**config.mk**
```make
export PLATFORM = sky130hd
export DESIGN_NAME = pipe_muldiv
export DESIGN_NICKNAME = d
export VERILOG_FILES = /design/src/rtl/pipe_pkg.sv /design/src/rtl/pipe_muldiv.sv
export SDC_FILE = /design/constraint.sdc
export NUM_CORES = 1
export LEC_CHECK = 0
export ABC_AREA = 0
export BUFFER_PORTS_ARGS = -buffer_cell sky130_fd_sc_hd__buf_2
export CAP_MARGIN = 20
export CORE_ASPECT_RATIO = 0.75
export CORE_MARGIN = 3
export CORE_UTILIZATION = 34
export DETAILED_ROUTE_END_ITERATION = 12
export PLACE_DENSITY = 0.63
export SYNTH_ARGS = -nofsm -noshare
export SYNTH_HDL_FRONTEND = slang
export SYNTH_SLANG_ARGS = --single-unit
```
**constraint.sdc**
```tcl
create_clock -name clk -period 5.1 [get_ports clk]
set_clock_uncertainty 0.1 [all_clocks]
set_input_delay 0.765 -clock clk [delete_from_list [all_inputs] [get_ports clk]]
set_output_delay 0.765 -clock clk [all_outputs]
set_load 0.02 [all_outputs]
```
**src/rtl/pipe_pkg.sv**
```systemverilog
// Shared encodings for the iterative multiply/divide unit, plus the sign-fix
// negation helper used by both the multiply and divide result paths.
package pipe_pkg;

    typedef enum logic [1:0] {
        OP_MULT  = 2'b00,
        OP_MULTU = 2'b01,
        OP_DIV   = 2'b10,
        OP_DIVU  = 2'b11
    } op_e;

    typedef enum logic [1:0] {
        IDLE = 2'b00,
        CALC = 2'b01,
        FIN  = 2'b10
    } state_e;

    // Widest operand supported by sign_fix; callers size-cast in and out.
    localparam int MAX_W = 64;

    function automatic logic [2*MAX_W-1:0] sign_fix(input logic [2*MAX_W-1:0] v,
                                                    input logic neg);
        return neg ? (~v + 1'b1) : v;
    endfunction

endpackage

```
**src/rtl/pipe_muldiv.sv**
```systemverilog
// Iterative MULT/MULTU/DIV/DIVU unit with HI/LO result registers.
// One radix-2 step per CALC cycle; signed ops work on magnitudes and fix signs at commit.
module pipe_muldiv
    import pipe_pkg::*;
#(
    parameter int WIDTH = 32
) (
    input  logic             clk,
    input  logic             rst,
    input  logic             start,
    input  logic [1:0]       op,
    input  logic [WIDTH-1:0] a,
    input  logic [WIDTH-1:0] b,
    input  logic             flush,
    input  logic             w_hi,
    input  logic             w_lo,
    input  logic [WIDTH-1:0] wdata,
    output logic             busy,
    output logic             done,
    output logic             dz,
    output logic [WIDTH-1:0] hi,
    output logic [WIDTH-1:0] lo
);

    localparam int CW = $clog2(WIDTH);

    state_e             state, state_nxt;
    logic [CW-1:0]      cnt;
    logic               is_div_q, q_neg, r_neg, dz_q;
    logic [2*WIDTH-1:0] acc, acc_step, prod_fix;
    logic [WIDTH-1:0]   opnd_b, a_mag, b_mag, quo_fix, rem_fix, res_hi, res_lo;
    logic [WIDTH:0]     msum, dshift, ddiff;
    logic               sign_a, sign_b, accept, commit;

    assign sign_a = ~op[0] & a[WIDTH-1];
    assign sign_b = ~op[0] & b[WIDTH-1];
    assign a_mag  = WIDTH'(sign_fix((2*MAX_W)'(a), sign_a));
    assign b_mag  = WIDTH'(sign_fix((2*MAX_W)'(b), sign_b));

    assign accept = (state == IDLE) && start && !flush;
    assign commit = (state == CALC) && !flush && (cnt == '0);
    assign busy   = (state != IDLE);
    assign done   = (state == FIN);
    assign dz     = done & dz_q;

    always_ff @(posedge clk or negedge rst) begin
        if (!rst) state <= IDLE;
        else      state <= state_nxt;
    end

    always_comb begin
        state_nxt = state;
        case (state)
            IDLE:    if (start && !flush) state_nxt = CALC;
            CALC:    if (flush) state_nxt = IDLE;
                     else if (cnt == '0) state_nxt = FIN;
            FIN:     state_nxt = IDLE;
            default: state_nxt = IDLE;
        endcase
    end

    // acc holds {partial product hi, multiplier} or {remainder, dividend/quotient}
    always_comb begin
        msum   = {1'b0, acc[2*WIDTH-1:WIDTH]} + (acc[0] ? {1'b0, opnd_b} : '0);
        dshift = acc[2*WIDTH-1:WIDTH-1];
        ddiff  = dshift - {1'b0, opnd_b};
        if (is_div_q)
            acc_step = ddiff[WIDTH] ? {dshift[WIDTH-1:0], acc[WIDTH-2:0], 1'b0}
                                    : {ddiff[WIDTH-1:0], acc[WIDTH-2:0], 1'b1};
        else
            acc_step = {msum, acc[WIDTH-1:1]};
    end

    // Divide-by-zero falls out as quotient all ones, remainder |a|; r_neg restores a.
    always_comb begin
        prod_fix = (2*WIDTH)'(sign_fix((2*MAX_W)'(acc_step), q_neg));
        quo_fix  = WIDTH'(sign_fix((2*MAX_W)'(acc_step[WIDTH-1:0]), q_neg));
        rem_fix  = WIDTH'(sign_fix((2*MAX_W)'(acc_step[2*WIDTH-1:WIDTH]), r_neg));
        if (is_div_q) begin
            res_hi = rem_fix;
            res_lo = dz_q ? '1 : quo_fix;
        end else begin
            res_hi = prod_fix[2*WIDTH-1:WIDTH];
            res_lo = prod_fix[WIDTH-1:0];
        end
    end

    always_ff @(posedge clk or negedge rst) begin
        if (!rst) begin
            cnt      <= '0;
            is_div_q <= 1'b0;
            q_neg    <= 1'b0;
            r_neg    <= 1'b0;
            dz_q     <= 1'b0;
            acc      <= '0;
            opnd_b   <= '0;
            hi       <= '0;
            lo       <= '0;
        end else begin
            if (accept) begin
                cnt      <= CW'(WIDTH-1);
                is_div_q <= op[1];
                q_neg    <= sign_a ^ sign_b;
                r_neg    <= sign_a;
                dz_q     <= op[1] & (b == '0);
                acc      <= {{WIDTH{1'b0}}, a_mag};
                opnd_b   <= b_mag;
            end else if (state == CALC) begin
                acc <= acc_step;
                if (flush)            cnt <= '0;
                else if (cnt != '0)   cnt <= cnt - 1'b1;
            end
            if (commit) begin
                hi <= res_hi;
                lo <= res_lo;
            end else begin
                if (w_hi) hi <= wdata;
                if (w_lo) lo <= wdata;
            end
        end
    end

endmodule
```
==> summary.md <==
| Metric | Value |
|---|---|
| Critical path startpoint category | flop |
| Max Freq | approximately 0.2 GHz |
| HP Class | in -> async |
| Remaining DRCs | 0 |
| Leak pwr | 0.00847 uW |
| Area share of the largest cell type after synthesis | approximately 26% |
| IO Port Bufs | 170 |
| Setup CP Type | reg -> reg |
| RSZ-0062 raised after global routing | true |
| Post-Route WL | roughly 71 mm |
| Initial core utilization | about a third |
| Vias in the first global route | approximately 17000 |
| H-tree depth | 4 |
| Largest net degree at the start of global routing | 100 |
| Max_slew headroom | between 20% and 30% |
| FILL cells | roughly 5000 |
| RePlAce Congestion | approximately 1.1 |
| Core Area | approximately 0.048 mm^2 |
| Final setup vio count | 0 |
| Post-Syn Nets | around 2300 |
| HPWL Detailed | roughly 57 mm |
| Post-Syn Area | ~0.016 mm^2 |
| Synthesis Warnings | 0 |
| Initial antenna violation count | 6 |
| VDD IR max | ~0.28 mV |
| Clk pin slew, worst setup/hold paths | 0.08 ns |
| Dominant cells by area after synthesis | dfrtp_1 (26%), o21ai_0 (5.9%), nand2_1 (5.7%) |
| P per Cell Area | 615 mW/mm^2 |
| Worst-Skew Late Latency | around 0.47 ns |
| Synth Register Bits | 171 |
| CP Data Required Time | ~5.3 ns |
| Final hold violation count | 0 |
| 1st-pass router iterations | 5 |
| Worst-Margin Slew | roughly 1.1 ns |
| Via density | around 5.9 |
| Worst-case clock buffer depth | 2 |
| Sequential share of the synthesized area | 26.0% |
| Register Area | 0.00428 mm^2 |
| WHS | 0.168 ns |
| Root buffer cell | clkbuf_16 |
| First-pass GRT wire length | around 110 mm |
| CP Capture Type | flop |
| Arrival time worst endpoint | between 5 and 6 ns |
| CTS tree | yes |
| Share of cells above drive strength 1 | a little under a fifth |
| Die Width | roughly 260 um |
| Placed Area | between 0.015 and 0.02 mm^2 |
| Most frequent cells in the layout | nand2_1 (250), o21ai_0 (194), dfrtp_1 (170), buf_2 (170), buf_4 (154) |
| Fraction of registers with async set/reset | between 90% and 100% |
| Min Tclk post-route | 5.07 ns |
| Leading cell type in the layout, fill and taps excluded | nand2_1 |
| Status | finished clean |
| Period utilization | approximately 99% |
| Syn Inst Count | between 2000 and 2500 |
| P&R area growth vs syn | 18.3% |
| Ports | approximately 170 |
| Synth Flop Type | dfrtp_1 |
| Post-DRT Antenna Nets | 0 |
| Clk sinks | roughly 170 |
| Syn avg cell area | approximately 7.8 um^2 |
| # rows | 69 |
| Num CTS Buffers | 17 |
| Chip height | between 150 and 200 um |
| Routed len/inst | between 20 and 25 um |
| Worst Path Max Fanout | 6 |
| Max_cap viols | 0 |
| Distinct cells, synth | about 100 |
| Vias | ~18000 |
| Post-route cell area | ~0.020 mm^2 |
| Iter 0 DRT Violations | ~2200 |
| Die area | between 0.05 and 0.06 mm^2 |
| Dominant cell type by area after synthesis | dfrtp_1 |
| Slew Limit Fails | 0 |
| Final #Nets | around 2500 |
| Post-synth EDFFs | 0 |
| GRT Total Usage | between 20% and 30% |
| Multi-input logic area | roughly 0.011 mm^2 |
| GR Overflow Total | 0 |
cells by family after synthesis:
kind of cell / count (synthesis) / synth area share, %
buffers and inverters: 201 / 5.02
adders and majority gates: 72 / 5.56
xor gates and xnor gates: 155 / 8.24
muxes: 95 / 5.81
AOI/OAI and AO/OA: 675 / 26.6
DFF: 171 / 26.0
and+or+nand+nor: 744 / 22.8
Yosys cell counts, drive strengths merged (5+ instances only):
cell type,number
a2111oi,8
a211oi,37
a21boi,5
a21o,27
a21oi,152
a221oi,10
a22oi,42
a31o,5
a31oi,26
a32oi,5
and2,45
and3,14
and4,7
buf,43
clkbuf,82
dfrtp,171
ha,70
inv,75
mux2,6
mux2i,89
nand2,250
nand2b,14
nand3,73
nand3b,5
nand4,34
nor2,130
nor2b,28
nor3,63
nor4,21
o2111ai,6
o211a,6
o211ai,51
o21a,12
o21ai,207
o21bai,11
o22ai,6
o2bb2ai,6
o31ai,14
o32ai,7
o41ai,5
or2,8
or3,23
or4,9
xnor2,97
xor2,58
worst max-delay path: stages, from the launching register on:
cell and delay (ns):
dfrtp_1 0.49, ha_2 0.45, nand2_1 0.16, a2111oi_4 0.38, nand2_1 0.11, a21o_1 0.21
a21oi_1 0.23, o21bai_2 0.15, inv_1 0.10, ha_1 0.17, o21a_1 0.15, nand3_1 0.11
or4_4 0.44, or2_2 0.33, o21ai_2 0.15, o211ai_1 0.17, nor2_2 0.25, a31oi_4 0.15
a211oi_2 0.30, mux2i_1 0.26, a221oi_2 0.05
power breakdown:
group | leakage (uW) | switching [uW] | internal, uW
Combinational | 0.00609 | 5500 | 3060
Sequential | 0.00208 | 388 | 1650
Clock | 0.000299 | 659 | 741
Total | 0.00847 | 6550 | 5450
layer usage:
layer  routed length, um  vias to the layer above  track usage [%]
met3                8350                       90             9.56
met1               33300                     8563             41.3
met4                1600                        2             6.99
met2               27600                      888             36.3
li1                    -                     8198                -
met5                   7                        -                0
sequential cells by signal (all words and copies together) (netlist names):
| register | cells |
|---|---|
| is_div_q | 1 |
| opnd_b | 32 |
| state | 2 |
| lo | 32 |
| cnt | 5 |
| r_neg | 1 |
| acc | 64 |
| q_neg | 1 |
| hi | 32 |
| dz_q | 1 |
through the flow:
stage / setup WS, ns / std cells / utilization (%) / TNS, ns / total power [uW]
floorplan: 0.462 / 2113 / - / 0 / 6750
detailed placement: 0.0428 / 2953 / 39.5 / 0 / 10200
global placement: 0.0745 / 2952 / 39.5 / 0 / 10200
finish: 0.0269 / 2987 / 40.9 / 0 / 12000
CTS: 0.0119 / 2985 / 40.7 / 0 / 11600
global route: -0.235 / 2987 / 40.9 / -0.722 / 12600
layout make-up:
| type | count | share of cell area, % |
|---|---|---|
| Clock inverter | 11 | 0.629 |
| Tap cell | 639 | 4.10 |
| Inverter | 76 | 1.46 |
| Antenna cell | 1 | 0.0128 |
| Timing Repair Buffer | 327 | 10.6 |
| Multi-Input combinational cell | 1741 | 58.8 |
| Sequential cell | 171 | 22.0 |
| Clock buffer | 21 | 2.46 |
final timing paths:
kind | start | endpoint | slack, ns | cells past startpoint
setup / recovery | acc[46]$_DFFE_PN0P_ | hi[22]$_DFFE_PN0P_ | 0.03 | 20
hold / removal | rst | acc[55]$_DFFE_PN0P_ | 0.17 | 1
setup reg to reg | acc[46]$_DFFE_PN0P_ | hi[22]$_DFFE_PN0P_ | 0.03 | 20
hold reg to reg | opnd_b[11]$_DFFE_PN0P_ | opnd_b[11]$_DFFE_PN0P_ | 0.41 | 2
max in group asynchronous | rst | acc[11]$_DFFE_PN0P_ | 3.65 | 2
min in group clk | opnd_b[11]$_DFFE_PN0P_ | opnd_b[11]$_DFFE_PN0P_ | 0.41 | 2
repair_timing:
item / in CTS / in global routing
hold buffers: 0 / 0
setup buffers: 0 / 1
endpoints found under the setup margin: 0 / 17
resized for setup: 0 / 19
Power figures use the tool's default switching activity.
